## src/rtl/tsc_check_pkg.sv

```systemverilog
// Shared types and constants for the two-rail checker controller: FSM states,
// sizes, and the self-test vector table with its expected checker verdicts.
package tsc_check_pkg;

    typedef enum logic [1:0] {
        MON   = 2'd0,
        T_DRV = 2'd1,
        T_CHK = 2'd2,
        T_END = 2'd3
    } state_e;

    localparam int NUM_VEC   = 5;
    localparam int ERR_CNT_W = 8;
    localparam int VEC_IDX_W = 3;
    localparam int WORD_W    = 16;

    // Each entry packs {x0, x1, y0, y1}; V4 breaks the x0/y0 pair on purpose.
    localparam logic [4*WORD_W-1:0] VEC_TABLE [NUM_VEC] = '{
        {16'h0000, 16'h0000, 16'hFFFF, 16'hFFFF},
        {16'h0000, 16'hFFFF, 16'hFFFF, 16'h0000},
        {16'hFFFF, 16'h0000, 16'h0000, 16'hFFFF},
        {16'hFFFF, 16'hFFFF, 16'h0000, 16'h0000},
        {16'h0000, 16'h0000, 16'h0000, 16'hFFFF}
    };

    // Bit i set means vector i must make the tree report an error (f == g).
    localparam logic [NUM_VEC-1:0] VEC_EXP_ERR = 5'b10000;

endpackage

```

## src/rtl/tsc_test_rom.sv

```systemverilog
// Maps a self-test vector index to the dual-rail words and expected verdict.
// Out-of-range indices return all-zero words and no expected error.
module tsc_test_rom
    import tsc_check_pkg::*;
(
    input  logic [VEC_IDX_W-1:0] idx_i,
    output logic [WORD_W-1:0]    x0_o,
    output logic [WORD_W-1:0]    x1_o,
    output logic [WORD_W-1:0]    y0_o,
    output logic [WORD_W-1:0]    y1_o,
    output logic                 exp_err_o
);

    always_comb begin
        x0_o      = '0;
        x1_o      = '0;
        y0_o      = '0;
        y1_o      = '0;
        exp_err_o = 1'b0;
        if (idx_i < VEC_IDX_W'(NUM_VEC)) begin
            {x0_o, x1_o, y0_o, y1_o} = VEC_TABLE[idx_i];
            exp_err_o                = VEC_EXP_ERR[idx_i];
        end
    end

endmodule

```

## src/rtl/tsc_check_ctrl.sv

```systemverilog
// Drives a 16-bit two-rail checker tree with functional words or a built-in
// self-test sequence, and tracks functional errors in a sticky flag/counter.
module tsc_check_ctrl
    import tsc_check_pkg::*;
(
    input  logic                 clk,
    input  logic                 rst_n,
    input  logic [WORD_W-1:0]    din_x0,
    input  logic [WORD_W-1:0]    din_x1,
    input  logic [WORD_W-1:0]    din_y0,
    input  logic [WORD_W-1:0]    din_y1,
    input  logic                 din_valid,
    output logic [WORD_W-1:0]    chk_x0,
    output logic [WORD_W-1:0]    chk_x1,
    output logic [WORD_W-1:0]    chk_y0,
    output logic [WORD_W-1:0]    chk_y1,
    input  logic                 chk_f,
    input  logic                 chk_g,
    input  logic                 start_test,
    input  logic                 clear_err,
    output logic                 busy,
    output logic                 test_done,
    output logic                 test_pass,
    output logic                 err_flag,
    output logic [ERR_CNT_W-1:0] err_count,
    output state_e               dbg_state
);

    state_e                 state_q, state_d;
    logic [VEC_IDX_W-1:0]   idx_q, idx_d;
    logic [WORD_W-1:0]      x0_q, x0_d, x1_q, x1_d, y0_q, y0_d, y1_q, y1_d;
    logic                   sample_q, sample_d;
    logic                   mism_q, mism_d;
    logic                   pass_q, pass_d;
    logic                   err_flag_q, err_flag_d;
    logic [ERR_CNT_W-1:0]   err_cnt_q, err_cnt_d;

    logic [WORD_W-1:0]      rom_x0, rom_x1, rom_y0, rom_y1;
    logic                   rom_exp_err;
    logic                   tree_err;
    logic                   func_err;
    logic                   vec_mism;

    tsc_test_rom u_rom (
        .idx_i     (idx_q),
        .x0_o      (rom_x0),
        .x1_o      (rom_x1),
        .y0_o      (rom_y0),
        .y1_o      (rom_y1),
        .exp_err_o (rom_exp_err)
    );

    assign tree_err = (chk_f == chk_g);
    assign vec_mism = (tree_err != rom_exp_err);

    always_comb begin
        state_d    = state_q;
        idx_d      = idx_q;
        x0_d       = x0_q;
        x1_d       = x1_q;
        y0_d       = y0_q;
        y1_d       = y1_q;
        sample_d   = sample_q;
        mism_d     = mism_q;
        pass_d     = pass_q;
        err_flag_d = err_flag_q;
        err_cnt_d  = err_cnt_q;
        func_err   = 1'b0;

        unique case (state_q)
            MON: begin
                // A test request wins over functional data and drops any pending sample.
                if (start_test) begin
                    state_d  = T_DRV;
                    idx_d    = '0;
                    pass_d   = 1'b0;
                    mism_d   = 1'b0;
                    sample_d = 1'b0;
                end else begin
                    func_err = sample_q && tree_err;
                    sample_d = din_valid;
                    if (din_valid) begin
                        x0_d = din_x0;
                        x1_d = din_x1;
                        y0_d = din_y0;
                        y1_d = din_y1;
                    end
                end
            end
            T_DRV: begin
                x0_d    = rom_x0;
                x1_d    = rom_x1;
                y0_d    = rom_y0;
                y1_d    = rom_y1;
                state_d = T_CHK;
            end
            T_CHK: begin
                mism_d = mism_q | vec_mism;
                if (idx_q == VEC_IDX_W'(NUM_VEC - 1)) begin
                    state_d = T_END;
                    pass_d  = !(mism_q | vec_mism);
                end else begin
                    idx_d   = idx_q + 1'b1;
                    state_d = T_DRV;
                end
            end
            T_END: begin
                state_d = MON;
                idx_d   = '0;
            end
            default: state_d = MON;
        endcase

        // A detected error outranks a same-cycle clear and restarts the count at 1.
        if (func_err) begin
            err_flag_d = 1'b1;
            if (clear_err) begin
                err_cnt_d = ERR_CNT_W'(1);
            end else if (err_cnt_q != '1) begin
                err_cnt_d = err_cnt_q + 1'b1;
            end
        end else if (clear_err) begin
            err_flag_d = 1'b0;
            err_cnt_d  = '0;
        end
    end

    always_ff @(posedge clk or negedge rst_n) begin
        if (!rst_n) begin
            state_q    <= MON;
            idx_q      <= '0;
            x0_q       <= '0;
            x1_q       <= '0;
            y0_q       <= '0;
            y1_q       <= '0;
            sample_q   <= 1'b0;
            mism_q     <= 1'b0;
            pass_q     <= 1'b0;
            err_flag_q <= 1'b0;
            err_cnt_q  <= '0;
        end else begin
            state_q    <= state_d;
            idx_q      <= idx_d;
            x0_q       <= x0_d;
            x1_q       <= x1_d;
            y0_q       <= y0_d;
            y1_q       <= y1_d;
            sample_q   <= sample_d;
            mism_q     <= mism_d;
            pass_q     <= pass_d;
            err_flag_q <= err_flag_d;
            err_cnt_q  <= err_cnt_d;
        end
    end

    assign chk_x0    = x0_q;
    assign chk_x1    = x1_q;
    assign chk_y0    = y0_q;
    assign chk_y1    = y1_q;
    assign busy      = (state_q != MON);
    assign test_done = (state_q == T_END);
    assign test_pass = pass_q;
    assign err_flag  = err_flag_q;
    assign err_count = err_cnt_q;
    assign dbg_state = state_q;

endmodule

```

## config.mk

```make
export PLATFORM = sky130hd
export DESIGN_NAME = tsc_check_ctrl
export DESIGN_NICKNAME = d
export VERILOG_FILES = /design/src/rtl/tsc_check_pkg.sv /design/src/rtl/tsc_test_rom.sv /design/src/rtl/tsc_check_ctrl.sv
export SDC_FILE = /design/constraint.sdc
export NUM_CORES = 1
export LEC_CHECK = 0
export ABC_AREA = 1
export CAP_MARGIN = 20
export CORE_MARGIN = 2
export CORE_UTILIZATION = 43
export DETAILED_ROUTE_END_ITERATION = 8
export GPL_ROUTABILITY_DRIVEN = 0
export PLACE_DENSITY = 0.78
export SYNTH_ARGS = -nofsm -noshare
export SYNTH_HDL_FRONTEND = slang
export SYNTH_SLANG_ARGS = --single-unit
```

## constraint.sdc

```tcl
create_clock -name clk -period 1.8 [get_ports clk]
set_input_delay 0.36 -clock clk [delete_from_list [all_inputs] [get_ports clk]]
set_output_delay 0.36 -clock clk [all_outputs]
set_load 0.01 [all_outputs]
```

==> summary.txt, run 1 <==
CTS
  • CTS Sinks: 81
  • Post-CTS setup buffer count: 0
  • CTS root buf: clkbuf_8
  • Cts bufs inserted: 9
  • H-Tree Depth: 3
  • CTS tree: built
  • Max Buffers Root-to-Sink: 2
  • Worst skew pair latency: 0.36 ns
  • Clock slew seen by the registers of the worst setup and hold paths: 0.09 ns

Place
  • Input/output buffers: 148
  • Area after DPL: 5336 um2
  • HPWL Detailed: 7.390 mm

Synth
  • Synth top area share: between 50% and 60%
  • #FFs+latches synth: 81
  • Cell count after synthesis: 424
  • Post-synth cell types: 25
  • Largest cells by area after synthesis: dfrtp_1, a31oi_1, nand2_1
  • Synthesis Warnings: 0
  • Sequential area share after synthesis: 54.58%
  • Most area-hungry cell type in the Yosys netlist: dfrtp_1
  • Synth Cell Area: 3714 um2
  • Syn Area/Cell: 8.758 um2
  • Net Count, Synth: 502

Finish
  • Commonest non-fill, non-tap cell in the layout: clkdlybuf4s50_1
  • Finished Cell Area: 5613 um2
  • Final core occ: 67.63%
  • Syn-to-layout area delta: 51.15%
  • Diodes inserted: 0
  • Commonest non-fill, non-tap cells in the layout: clkdlybuf4s50_1, nand2_1, dfrtp_1, nor2_1, a31oi_1
  • Fin nets: 656
  • Layout cell share with drive strength beyond 1: 8.233%

Floorplanning
  • Core area: 8299 um2
  • Die Width: 96.93 um
  • Die Span Y: 96.93 um
  • Die footprint: 9395 um2
  • Row cnt: 33
  • I/O pin cnt: about 150
  • Initial Utilization: 44.75%

STA
  • Max_slew headroom: 49.84%
  • Final setup fails: 0
  • Unrepaired setup endpoints after global routing: yes
  • Final Hold Vio Count: 0
  • Final period util: 97.99%
  • Final setup skew: 0.008591 ns
  • Fin Setup TNS: 0 ns
  • Pins Over Slew Limit: 0
  • Slew @ Worst Pin: 0.7501 ns
  • Maximum clock frequency: 566.9 MHz
  • Min Clock Period, post-route: 1.764 ns

Hold path
  • Min-delay worst type: input port to async pin

Critical path
  • Delay-heaviest family, CP: buffers and inverters
  • WS Path Type: flop to output pin
  • Crit path max fanout: 6
  • CP Data Required Time: 1.44 ns
  • Critical path endpoint category: output pin
  • CP peak stage delay: 0.58 ns
  • CP Cell Sequence: clkdlybuf4s50_1
  • Crit path max-delay cell type: clkdlybuf4s50_1
  • CP Buf/Inv Count: 1
  • CP startpoint kind: flop
  • CP arrival: 1.40 ns

Global routing
  • GR Overflow Total: 0
  • Largest net degree at the start of global routing: 49
  • Antenna violations before repair: 0
  • Global-route usage over all layers: between 20% and 30%
  • Vias in the first global route: 3423
  • Global-route wire length before repair: between 15 and 20 mm

Detailed routing
  • Antenna Nets Post-Route: 0
  • Via density: 5.281
  • Iteration-0 DRC Markers: 233
  • Per-cell routed wire length: between 15 and 20 um
  • DRC viols: 0
  • 1st-pass router iterations: 4
  • Routed wire length: 10.58 mm
  • Vias: about 3600

Pwr
  • P_leak: 2.441 nW
  • Overall power: 9.775 mW
  • VDD IR max: 1.014 mV
  • PD cells: around 1700 nW/um2

Job
  • # Max-Cap Violations: 0

Status
  • Status: complete, no violations
per-layer routing:
metal  up-vias  global-route usage (%)  wire length [um]
met4         0                   8.992               250
met2       126                   36.81              5303
met1      1755                   28.93              4537
met5         -                       0                 0
met3        18                   3.685               486
li1       1734                       -                 -
kinds of logic (layout without fill, tap and decap cells):
| family | after synthesis | count (layout) | synth area share, % |
|---|---|---|---|
| compound gates | 82 | 82 | 13.61 |
| flops | 81 | 81 | 54.58 |
| fa+ha+maj | 7 | 7 | 2.358 |
| buf+inv | 51 | 210 | 7.211 |
| simple gates | 203 | 203 | 22.24 |
report_power, final:
group,switching (mW),total [mW],internal (mW)
Clock,0.714,1.37,0.655
Sequential,0.437,3.08,2.64
Combinational,2.72,5.33,2.61
flip-flops by register name, indices dropped and copies added (netlist names):
name       cells
err_count      8
mism_q         1
err_flag       1
chk_x1        16
chk_y0        16
dbg_state      2
chk_x0        16
chk_y1        16
sample_q       1
idx_q          3
test_pass      1
stage by stage:
stage / setup WS (ns) / hold WS [ns] / instances
detailed placement: 0.01020 / 0.3393 / 669
global placement: 0.07120 / 0.3310 / 669
global route: -0.009015 / 0.5166 / 688
CTS: 0.02287 / 0.4794 / 686
floorplan: 0.2077 / 0.06441 / 424
finish: 0.03612 / 0.4751 / 688
repair_timing:
action | CTS | global route
gates resized for setup | 2 | 4
hold buffers | 1 | 0
setup endpoints to repair | 2 | 41
hold endpoints to repair | 31 | 0
cloned | 0 | 2
cell type report:
| type | count | area (um2) |
|---|---|---|
| clock buffers | 9 | 123.9 |
| multi-input cells | 292 | 1435 |
| fillers | 647 | 2686 |
| well taps | 105 | 131.4 |
| flip-flops and latches | 81 | 2027 |
| repair buffers | 168 | 1718 |
| inverters | 26 | 97.59 |
| clock inverters | 7 | 80.08 |
cells in the mapped netlist (all sizes together):
cell type / n
o211ai: 2
nor2: 74
clkbuf: 7
a31oi: 64
dfrtp: 81
nand4: 4
nand3b: 1
o22ai: 1
inv: 26
buf: 18
ha: 7
o2111ai: 1
nand2: 99
nor3: 1
o21ai: 12
nand3: 21
a21oi: 2
or2: 3
worst paths after layout:
| kind | start | end | slack, ns | cells past startpoint |
|---|---|---|---|---|
| min in group clk | mism_q$_DFFE_PN0P_ | mism_q$_DFFE_PN0P_ | 0.48 | 2 |
| max in group asynchronous | rst_n | chk_x0[2]$_DFFE_PN0P_ | 0.74 | 3 |
| max reg2reg | dbg_state[0]$_DFFE_PN0P_ | chk_y1[12]$_DFFE_PN0P_ | 0.14 | 7 |
| min reg2reg | mism_q$_DFFE_PN0P_ | mism_q$_DFFE_PN0P_ | 0.48 | 2 |
| min | rst_n | test_pass$_DFFE_PN0P_ | 0.48 | 2 |
| max | err_count[5]$_DFFE_PN0P_ | err_count[5] | 0.04 | 1 |
No activity file was read; power rests on OpenSTA's default activity.
==> run 2, diff against run 1 <==
--- a/config.mk
+++ b/config.mk
@@ -7,11 +7,15 @@
 export LEC_CHECK = 0
 export ABC_AREA = 1
 export CAP_MARGIN = 20
+export CELL_PAD_IN_SITES_DETAIL_PLACEMENT = 1
+export CELL_PAD_IN_SITES_GLOBAL_PLACEMENT = 2
+export CORE_ASPECT_RATIO = 1.1
 export CORE_MARGIN = 2
-export CORE_UTILIZATION = 43
+export CORE_UTILIZATION = 26
 export DETAILED_ROUTE_END_ITERATION = 8
 export GPL_ROUTABILITY_DRIVEN = 0
-export PLACE_DENSITY = 0.78
+export PLACE_DENSITY = 0.79
 export SYNTH_ARGS = -nofsm -noshare
 export SYNTH_HDL_FRONTEND = slang
+export SYNTH_HIERARCHICAL = 1
 export SYNTH_SLANG_ARGS = --single-unit
==> run 2 against run 1 <==
Combinational power shrank 3%. Non-clock buffer count grew 4. Sequential power grew 3%. Cell count grew 25%. Sequential share of layout area shrank 3.0 points. Global-route usage shrank 6.7 points. Count of clock-buffer cells in the layout grew 1. Largest power group unchanged.
==> summary.txt, run 2 <==
Finish
  • Commonest non-fill, non-tap cells in the layout: clkdlybuf4s50_1, nand2_1, nor2_1, dfrtp_1, nand3_1 (was clkdlybuf4s50_1, nand2_1, dfrtp_1, nor2_1, a31oi_1)
  • Diodes inserted: 0 (unchanged)
  • Syn-to-layout area delta: 37.39% (was 51.15%)
  • Final Non-Filler Cells: 858 (was 688)
  • Finished Cell Area: 6128 um2 (was 5613 um2)
  • Fin nets: 720 (was 656)
  • Commonest non-fill, non-tap cell in the layout: clkdlybuf4s50_1 (unchanged)
  • Layout cell share with drive strength beyond 1: 8.154% (was 8.233%)

Critical path
  • Crit path max fanout: 4 (was 6)
  • Delay-heaviest family, CP: buffers and inverters (unchanged)
  • WP depth: 3 (was 1)
  • CP Cell Sequence: nand2_1 -> inv_1 -> clkdlybuf4s50_1 (was clkdlybuf4s50_1)
  • CP startpoint kind: flop (unchanged)
  • CP arrival: 1.38 ns (was 1.40 ns)
  • R2r worst-path depth: 4 (was 7)
  • Critical path endpoint category: output pin (unchanged)
  • CP peak stage delay: 0.53 ns (was 0.58 ns)
  • Crit path max-delay cell type: clkdlybuf4s50_1 (unchanged)
  • WS Path Type: flop to output pin (unchanged)
  • CP Buf/Inv Count: 2 (was 1)
  • CP Data Required Time: 1.44 ns (about the same)

Global routing
  • Global-route wire length before repair: 22.16 mm (was 17.01 mm)
  • Largest net degree at the start of global routing: 67 (was 49)
  • Vias in the first global route: 4282 (was 3423)
  • GR Overflow Total: 0 (unchanged)
  • Antenna violations before repair: 1 (was 0)
  • Global-route usage over all layers: 15.45% (was 22.15%)

Hold path
  • Min-delay worst type: input port to async pin (unchanged)

Synth
  • Cell count after synthesis: 559 (was 424)
  • Most area-hungry cell type in the Yosys netlist: dfrtp_1 (unchanged)
  • #FFs+latches synth: 81 (unchanged)
  • Syn Area/Cell: 7.979 um2 (was 8.758 um2)
  • Number of enable flip-flop cells after synthesis: 0 (unchanged)
  • Net Count, Synth: 633 (was 502)
  • Most common cell in the netlist: nand2_1 (unchanged)
  • Synth Cell Area: 4461 um2 (was 3714 um2)
  • Synth top area share: 45.44% (was 54.58%)
  • Synth top cells by count: nand2_1, dfrtp_1, nor2_1, nand3_1 (was nand2_1, dfrtp_1, nor2_1, a31oi_1, inv_1)
  • Sequential area share after synthesis: 45.44% (was 54.58%)
  • Post-synth cell types: 27 (was 25)
  • Ys flop type: dfrtp_1 (unchanged)
  • Largest cells by area after synthesis: dfrtp_1, buf_4, nand2_1 (was dfrtp_1, a31oi_1, nand2_1)
  • Synthesis Warnings: 6 (was 0)
  • Ys async rst share: 100.0% (unchanged)

STA
  • Slew @ Worst Pin: 0.7592 ns (was 0.7501 ns)
  • Final setup skew: 0.01016 ns (was 0.008591 ns)
  • Final period util: 96.89% (was 97.99%)
  • Min Clock Period, post-route: 1.744 ns (was 1.764 ns)
  • Final Hold Vio Count: 0 (unchanged)
  • Max_slew headroom: 49.39% (was 49.84%)
  • Unrepaired setup endpoints after global routing: no (was yes)
  • Final setup fails: 0 (unchanged)
  • Pins Over Slew Limit: 0 (unchanged)
  • Maximum clock frequency: 573.4 MHz (was 566.9 MHz)

Pwr
  • P_leak: 2.641 nW (was 2.441 nW)
  • PD cells: 1665 nW/um2 (was 1742 nW/um2)
  • VDD IR max: 0.7998 mV (was 1.014 mV)

Place
  • Area after DPL: 5771 um2 (was 5336 um2)
  • Input/output buffers: 148 (unchanged)
  • Placed instance count: 836 (was 669)
  • HPWL Detailed: 9.517 mm (was 7.390 mm)

Status
  • Status: complete, no violations (unchanged)

Floorplanning
  • I/O pin cnt: 149 (unchanged)
  • Die Width: 128.9 um (was 96.93 um)
  • Initial Utilization: 26.41% (was 44.75%)
  • Row cnt: 50 (was 33)
  • Die Span Y: 141.4 um (was 96.93 um)
  • Die footprint: 18220 um2 (was 9395 um2)
  • Core area: 16890 um2 (was 8299 um2)

Detailed routing
  • DRC viols: 0 (unchanged)
  • Routed wire length: 13.93 mm (was 10.58 mm)
  • 1st-pass router iterations: 4 (unchanged)
  • Iteration-0 DRC Markers: 158 (was 233)
  • Via density: 4.822 (was 5.281)
  • Vias: 4137 (was 3633)
  • Per-cell routed wire length: 16.24 um (was 15.38 um)
  • Antenna Nets Post-Route: 0 (unchanged)

CTS
  • CTS root buf: clkbuf_16 (was clkbuf_8)
  • Max Buffers Root-to-Sink: 2 (unchanged)
  • Clock slew seen by the registers of the worst setup and hold paths: 0.06 ns (was 0.09 ns)
  • H-Tree Depth: 3 (unchanged)
  • CTS Sinks: 81 (unchanged)
  • CTS tree: built (unchanged)
  • Worst skew pair latency: 0.34 ns (was 0.36 ns)
  • Cts bufs inserted: 9 (unchanged)

Job
  • # Max-Cap Violations: 0 (unchanged)
-- run 2: changes by cell type in the layout (fill, tap and decap cells not counted), sizes merged, moves of 2 or more --
cell / before / now
nor2: 74 / 83
buf: 18 / 24
o21ai: 12 / 5
nand2: 99 / 117
nand3: 21 / 74
inv: 27 / 21
ha: 7 / 3
o21bai: 0 / 2
-- run 2: stage by stage --
step	setup TNS, ns	hold slack, ns	utilization [%]	total power [mW]	worst slack (ns)
detailed placement	-0.2956	0.3064	34.16	8.399	-0.05136
CTS	0	0.4791	36.06	10.34	0.02838
floorplan	0	0.06441	-	6.524	0.1590
global route	0	0.5162	36.28	10.95	0.003309
global placement	-0.005422	0.3000	34.16	8.207	-0.003296
finish	0	0.4809	36.28	10.20	0.05601
-- run 2: per-layer routing --
metal / global-route usage (%) / share of wire, % / vias up
met3: 2.866 / 4.7 / 21
li1: - / - / 1977
met4: 6.465 / 2.3 / 2
met5: 0 / 0.093 / -
met1: 19.22 / 44 / 2035
met2: 26.23 / 49 / 102
-- run 2: report_power, final --
part | total, mW | internal (mW) | switching, mW | leakage, nW
registers | 3.16 | 2.63 | 0.523 | 0.957
logic | 5.17 | 2.42 | 2.75 | 1.54
clock network | 1.88 | 1.10 | 0.774 | 0.144
-- run 2: cell type report --
class / instances / area (um2)
fillers: 2027 / 10760
flip-flops and latches: 81 / 2029
multi-input cells: 361 / 1729
clock inverters: 5 / 56.30
repair buffers: 172 / 1735
clock buffers: 10 / 239.0
well taps: 208 / 260.3
inverters: 21 / 78.83
-- run 2: timing repair --
item                                    4_1_cts  5_1_grt
hold endpoints to repair                     21        0
endpoints found under the setup margin        2        8
gates resized for setup                       2        1
setup buffers                                 2        4
hold buffers                                  1        0
-- run 2: cell families (layout without fill, tap and decap cells) --
family,count (synthesis),in the layout,share of synthesized area [%]
AOI/OAI and AO/OA,77,77,10.86
adders and majority gates,3,3,0.8416
buffers and inverters,117,208,16.13
DFF,81,81,45.44
and+or+nand+nor,281,281,26.73
-- run 2: path summary, 6_finish.rpt --
path | startpoint | end | slack [ns]
worst max-delay path | dbg_state[1]$_DFFE_PN0P_ | test_done | 0.06
worst min-delay path | rst_n | chk_x0[14]$_DFFE_PN0P_ | 0.48
worst max register to register | dbg_state[0]$_DFFE_PN0P_ | chk_y0[5]$_DFFE_PN0P_ | 0.15
worst min register to register | err_flag$_DFFE_PN0P_ | err_flag$_DFFE_PN0P_ | 0.50
max in group asynchronous | rst_n | chk_x0[11]$_DFFE_PN0P_ | 0.79
min in group clk | err_flag$_DFFE_PN0P_ | err_flag$_DFFE_PN0P_ | 0.50
